### config.mk
export PLATFORM = sky130hd
export DESIGN_NAME = mux_display_scanner
export DESIGN_NICKNAME = d
export VERILOG_FILES = /design/src/rtl/mux_display_pkg.sv /design/src/rtl/hex_to_7seg.sv /design/src/rtl/mux_display_scanner.sv
export SDC_FILE = /design/constraint.sdc
export NUM_CORES = 1
export LEC_CHECK = 0
export ABC_CLOCK_PERIOD_IN_PS = 3200
export CAP_MARGIN = 20
export CORE_ASPECT_RATIO = 0.75
export CORE_MARGIN = 10
export CORE_UTILIZATION = 50
export CTS_BUF_LIST = sky130_fd_sc_hd__clkbuf_16
export DETAILED_ROUTE_END_ITERATION = 16
export DONT_BUFFER_PORTS = 1
export GPL_ROUTABILITY_DRIVEN = 0
export PLACE_DENSITY = 0.65
export SLEW_MARGIN = 20
export SYNTH_ARGS = -nofsm -noshare
export SYNTH_HDL_FRONTEND = slang
export SYNTH_SLANG_ARGS = --single-unit
### constraint.sdc
create_clock -name clock_in -period 3.2 [get_ports clock_in]
set_clock_uncertainty 0.15 [all_clocks]
set_input_delay 0.16 -clock clock_in [delete_from_list [all_inputs] [get_ports clock_in]]
set_output_delay 0.16 -clock clock_in [all_outputs]
set_load 0.1 [all_outputs]
### src/rtl/mux_display_pkg.sv
// Shared types and constants for the multiplexed seven-segment scanner.
// Segment and anode encodings are active-low throughout.
package mux_display_pkg;

  localparam int unsigned DIGITS    = 4;
  localparam logic [6:0]  SEG_OFF   = 7'h7F;
  localparam logic [3:0]  ANODE_OFF = 4'hF;

  typedef enum logic [1:0] {
    StOff   = 2'd0,
    StDrive = 2'd1,
    StBlank = 2'd2
  } scan_state_e;

  // Active-low one-cold anode pattern for a digit, or all dark when blanked.
  function automatic logic [3:0] anode_select(input logic [1:0] idx, input logic dark);
    logic [3:0] pattern;
    pattern = ANODE_OFF;
    if (!dark) begin
      pattern[idx] = 1'b0;
    end
    return pattern;
  endfunction

endpackage

### src/rtl/hex_to_7seg.sv
// Combinational nibble to active-low seven-segment decoder, output ordered g..a.
module hex_to_7seg (
  input  logic [3:0] nibble_i,
  output logic [6:0] seg_o
);

  always_comb begin
    seg_o = 7'h7F;
    unique case (nibble_i)
      4'h0: seg_o = 7'b1000000;
      4'h1: seg_o = 7'b1111001;
      4'h2: seg_o = 7'b0100100;
      4'h3: seg_o = 7'b0110000;
      4'h4: seg_o = 7'b0011001;
      4'h5: seg_o = 7'b0010010;
      4'h6: seg_o = 7'b0000010;
      4'h7: seg_o = 7'b1111000;
      4'h8: seg_o = 7'b0000000;
      4'h9: seg_o = 7'b0010000;
      4'hA: seg_o = 7'b0001000;
      4'hB: seg_o = 7'b0000011;
      4'hC: seg_o = 7'b1000110;
      4'hD: seg_o = 7'b0100001;
      4'hE: seg_o = 7'b0000110;
      4'hF: seg_o = 7'b0001110;
      default: seg_o = 7'h7F;
    endcase
  end

endmodule

### src/rtl/mux_display_scanner.sv
// Four-digit multiplexed display scanner with inter-digit blanking and a
// double-buffered value/dp/blank update that only lands on frame boundaries.
module mux_display_scanner
  import mux_display_pkg::*;
#(
  parameter int unsigned BLANK_CYCLES = 2
) (
  input  logic        clock_in,
  input  logic        reset_n,
  input  logic        enable,
  input  logic        scan_tick,
  input  logic [15:0] value_in,
  input  logic [3:0]  dp_in,
  input  logic [3:0]  blank_in,
  input  logic        load_valid,
  output logic        load_ready,
  output logic [3:0]  anode_out,
  output logic [6:0]  segment_out,
  output logic        dp_out,
  output logic        frame_done
);

  localparam logic [7:0] BlankLoad = 8'(BLANK_CYCLES - 1);

  scan_state_e state_q, state_d;
  logic [1:0]  idx_q, idx_d;
  logic [7:0]  cnt_q, cnt_d;

  logic [15:0] disp_value_q, disp_value_d;
  logic [3:0]  disp_dp_q, disp_dp_d;
  logic [3:0]  disp_blank_q, disp_blank_d;

  logic [15:0] pend_value_q;
  logic [3:0]  pend_dp_q;
  logic [3:0]  pend_blank_q;
  logic        load_ready_q;

  logic [3:0]  anode_q;
  logic [6:0]  segment_q;
  logic        dp_q;
  logic        frame_done_q;

  logic        frame_end;
  logic        capture;
  logic        commit;
  logic [3:0]  nibble_next;
  logic [6:0]  seg_next;

  assign load_ready  = load_ready_q;
  assign anode_out   = anode_q;
  assign segment_out = segment_q;
  assign dp_out      = dp_q;
  assign frame_done  = frame_done_q;

  // load_ready low means the pending buffer holds an uncommitted update.
  assign capture   = load_valid && load_ready_q;
  assign frame_end = enable && (state_q == StBlank) && (cnt_q == 8'd0) && (idx_q == 2'd3);
  assign commit    = !load_ready_q && ((state_q == StOff) || frame_end);

  always_comb begin
    disp_value_d = disp_value_q;
    disp_dp_d    = disp_dp_q;
    disp_blank_d = disp_blank_q;
    if (commit) begin
      disp_value_d = pend_value_q;
      disp_dp_d    = pend_dp_q;
      disp_blank_d = pend_blank_q;
    end
  end

  always_comb begin
    state_d = state_q;
    idx_d   = idx_q;
    cnt_d   = cnt_q;
    if (!enable) begin
      state_d = StOff;
      idx_d   = 2'd0;
    end else begin
      unique case (state_q)
        StOff: begin
          state_d = StDrive;
          idx_d   = 2'd0;
        end
        StDrive: begin
          if (scan_tick) begin
            state_d = StBlank;
            cnt_d   = BlankLoad;
          end
        end
        StBlank: begin
          if (cnt_q == 8'd0) begin
            state_d = StDrive;
            idx_d   = idx_q + 2'd1;
          end else begin
            cnt_d = cnt_q - 8'd1;
          end
        end
        default: begin
          state_d = StOff;
          idx_d   = 2'd0;
        end
      endcase
    end
  end

  // Decode from next-state values so outputs register alongside the state.
  assign nibble_next = disp_value_d[{idx_d, 2'b00} +: 4];

  hex_to_7seg u_decoder (
    .nibble_i (nibble_next),
    .seg_o    (seg_next)
  );

  always_ff @(posedge clock_in) begin
    if (!reset_n) begin
      state_q      <= StOff;
      idx_q        <= 2'd0;
      cnt_q        <= 8'd0;
      disp_value_q <= 16'h0000;
      disp_dp_q    <= 4'h0;
      disp_blank_q <= 4'h0;
      pend_value_q <= 16'h0000;
      pend_dp_q    <= 4'h0;
      pend_blank_q <= 4'h0;
      load_ready_q <= 1'b1;
      anode_q      <= ANODE_OFF;
      segment_q    <= SEG_OFF;
      dp_q         <= 1'b1;
      frame_done_q <= 1'b0;
    end else begin
      state_q      <= state_d;
      idx_q        <= idx_d;
      cnt_q        <= cnt_d;
      disp_value_q <= disp_value_d;
      disp_dp_q    <= disp_dp_d;
      disp_blank_q <= disp_blank_d;
      frame_done_q <= frame_end;

      if (state_d == StDrive) begin
        anode_q   <= anode_select(idx_d, disp_blank_d[idx_d]);
        segment_q <= seg_next;
        dp_q      <= ~disp_dp_d[idx_d];
      end else begin
        anode_q   <= ANODE_OFF;
        segment_q <= SEG_OFF;
        dp_q      <= 1'b1;
      end

      if (capture) begin
        pend_value_q <= value_in;
        pend_dp_q    <= dp_in;
        pend_blank_q <= blank_in;
        load_ready_q <= 1'b0;
      end else if (commit) begin
        load_ready_q <= 1'b1;
      end
    end
  end

endmodule

==> summary.txt <==
Status
  • Status: completed

Timing
  • Setup TNS: 0 ns
  • Min Tclk post-route: 3.133 ns
  • Slew Viols, Final: 0
  • RSZ-0062 raised after global routing: yes
  • Crit share post-route: 0.9789
  • Final setup vio count: 0
  • Fin. Hold Viols: 0
  • Hold WS: 0.03480 ns
  • Measured slew at the worst slew-check pin: 0.9610 ns
  • Max_slew headroom: 0.3585
  • Fmax: 319.2 MHz

GRT
  • Antenna violations before repair: 0
  • Total gr overflow: 0
  • Vias in the first global route: 2584
  • Largest net degree at the start of global routing: 53
  • Overall global routing resource usage: 0.1572
  • First-pass GRT wire length: 12630 um

Clock tree
  • CTS Sinks: 74
  • H-Tree Depth: 3
  • CTS tree: built
  • Clk_lat worst skew: 0.33 ns
  • Clk buf depth: 2
  • Num CTS Buffers: 9
  • Reg clk slew, reported paths: 0.06 ns
  • Root Driver: clkbuf_16

Finish
  • Commonest cells after routing, fill and taps aside: 71 x dfxtp_1, 60 x nand2_1, 36 x nor2_1
  • Most common cell after layout, fill and taps aside: dfxtp_1
  • Final std cells w/o fill: 471
  • Fin util: 0.6596
  • Nets: 427
  • Fill count: 473
  • Ant diodes: 0
  • Area taken by multi-input logic gates: 1714 um2
  • Storage cell area: 1485 um2
  • P&R area growth vs syn: 29.28%
  • Layout cells sized above 1: 0.1667

Worst setup path
  • Critical path capture point type: flip-flop
  • R2r setup slk: 0.07 ns
  • Kind of critical path: flip-flop to flip-flop
  • Max FO, Critical Path: 13
  • Worst Path Arrival: 3.19 ns
  • Critical Path Source Type: flip-flop
  • Data required, critical path: 3.26 ns

Drt
  • Initial detailed-routing violation count: 139
  • Via density: 5.297
  • Final ANT Viol Nets: 0
  • Drt drc: 0
  • First drt pass iteration count: 4
  • Via count: 2495
  • Final WL: 7622 um
  • Routed wire per std cell: 16.18 um

Logic synthesis
  • Synth area leaders: dfxtp_1 46%, mux2i_1 13%, nand2_1 7.1%
  • Register area share after synthesis: 0.4641
  • Synth Warn #: 0
  • Syn Inst Count: 343
  • Synth Net Count: 384
  • Area leader, netlist: dfxtp_1
  • Synth cell types: 45
  • Post-synth top area share: 0.4641
  • Top FF cell, synth: dfxtp_1
  • Syn avg cell area: 9.306 um2
  • Asr flop ratio synth: 0
  • Syn Std Cell Area: 3192 um2
  • Post-synth EDFFs: 0
  • Flops & latches, synth: 74

Floorplanning
  • Starting density of the core: 0.5102
  • Die area: 10010 um2
  • Total core area: 6256 um2
  • Die width: 112.3 um
  • Row count: 25
  • IO Count: 43
  • Die Height: 89.20 um

Hold path
  • Class of the worst hold path: primary input to flip-flop

Power and ir drop
  • VDD IR-drop max: 355.6 uV
  • Pwr dens: 582.4 nW/um2
  • P_leak: 1.784 nW

Placed design
  • DP Wirelength: 4905 um
  • Placed cells: 418
  • Port buffer count: 0

Run
  • Max-Cap Viols: 0
## cell type report
cell class / count / area share
Clock buffer: 9 / 0.05458
Clock inverter: 6 / 0.02608
Inverter: 10 / 0.009096
Multi-Input combinational cell: 242 / 0.4154
Sequential cell: 74 / 0.3599
Tap cell: 81 / 0.02456
Timing Repair Buffer: 49 / 0.1104
## worst paths after layout
check | startpoint | end | depth (start not counted)
worst min register to register | pend_blank_q[0] | pend_blank_q[0] | 2
worst max-delay path | cnt_q[0] | segment_out[4] | 13
worst max register to register | cnt_q[0] | segment_out[4] | 13
worst min-delay path | enable | cnt_q[0] | 3
## synthesized netlist by cell type (all sizes together) (5+ instances only)
master	instances
ha	12
nor2	36
nand3	7
o21ai	5
clkbuf	12
mux2i	44
a21oi	29
dfxtp	74
and2	5
buf	5
inv	10
nand2	60
## power by group
part / total (mW) / internal [mW] / switching (mW) / leakage (nW)
sequential: 1.04 / 0.961 / 0.0758 / 0.604
combinational: 0.247 / 0.113 / 0.134 / 1.01
clock: 1.12 / 0.754 / 0.366 / 0.167
total: 2.40 / 1.83 / 0.576 / 1.78
## flip-flops by register name, summed over array words and instances (netlist names)
signal        count
state_q           2
dp_out            1
segment_out       7
anode_out         4
disp_dp_q         4
pend_blank_q      4
pend_dp_q         4
frame_done        1
disp_blank_q      4
cnt_q             8
disp_value_q     16
load_ready        1
idx_q             2
pend_value_q     16
## kinds of logic after synthesis
logic type,synth area share
flip-flops,0.4641
XOR/XNOR,0.01372
buffers and inverters,0.04037
adder cells (fa/ha/maj),0.04704
AND/OR/NAND/NOR,0.1862
multiplexers,0.1466
AO/OA/AOI/OAI,0.1019
## critical path: stages (launching register included)
cell     delay (ns)
dfxtp_2        0.32
inv_2          0.07
ha_4           0.13
or3b_4         0.37
o41a_1         0.47
buf_12         0.19
mux2i_1        0.21
mux2i_1        0.13
mux2i_2        0.18
inv_1          0.12
ha_2           0.22
inv_1          0.08
mux2i_1        0.07
a211o_1        0.30
## metal layers
metal / global-route usage / up-vias / wire length, um
li1: - / 1252 / -
met5: 0 / - / 0
met3: 0.05969 / 9 / 430
met2: 0.2593 / 56 / 3614
met4: 0.05057 / 0 / 76
met1: 0.1866 / 1178 / 3500
## metrics by stage
stage,worst slack (ns),instance area (um2),total power [mW]
after global routing,-0.06828,4126,2.495
after floorplan,0.03590,3209,1.198
after CTS,0.007940,3976,2.406
after detailed placement,-0.1254,3312,1.246
after global placement,0.01380,3312,1.240
final,0.06745,4126,2.403
## repair_timing
action | in CTS | in global routing
setup buffers | 2 | 8
gates resized for setup | 5 | 23
endpoints found under the hold margin | 30 | 0
endpoints found under the setup margin | 5 | 7
gates cloned | 1 | 1
pin swaps | 1 | 6
hold buffers | 27 | 0
(Power assumes the default switching activity.)
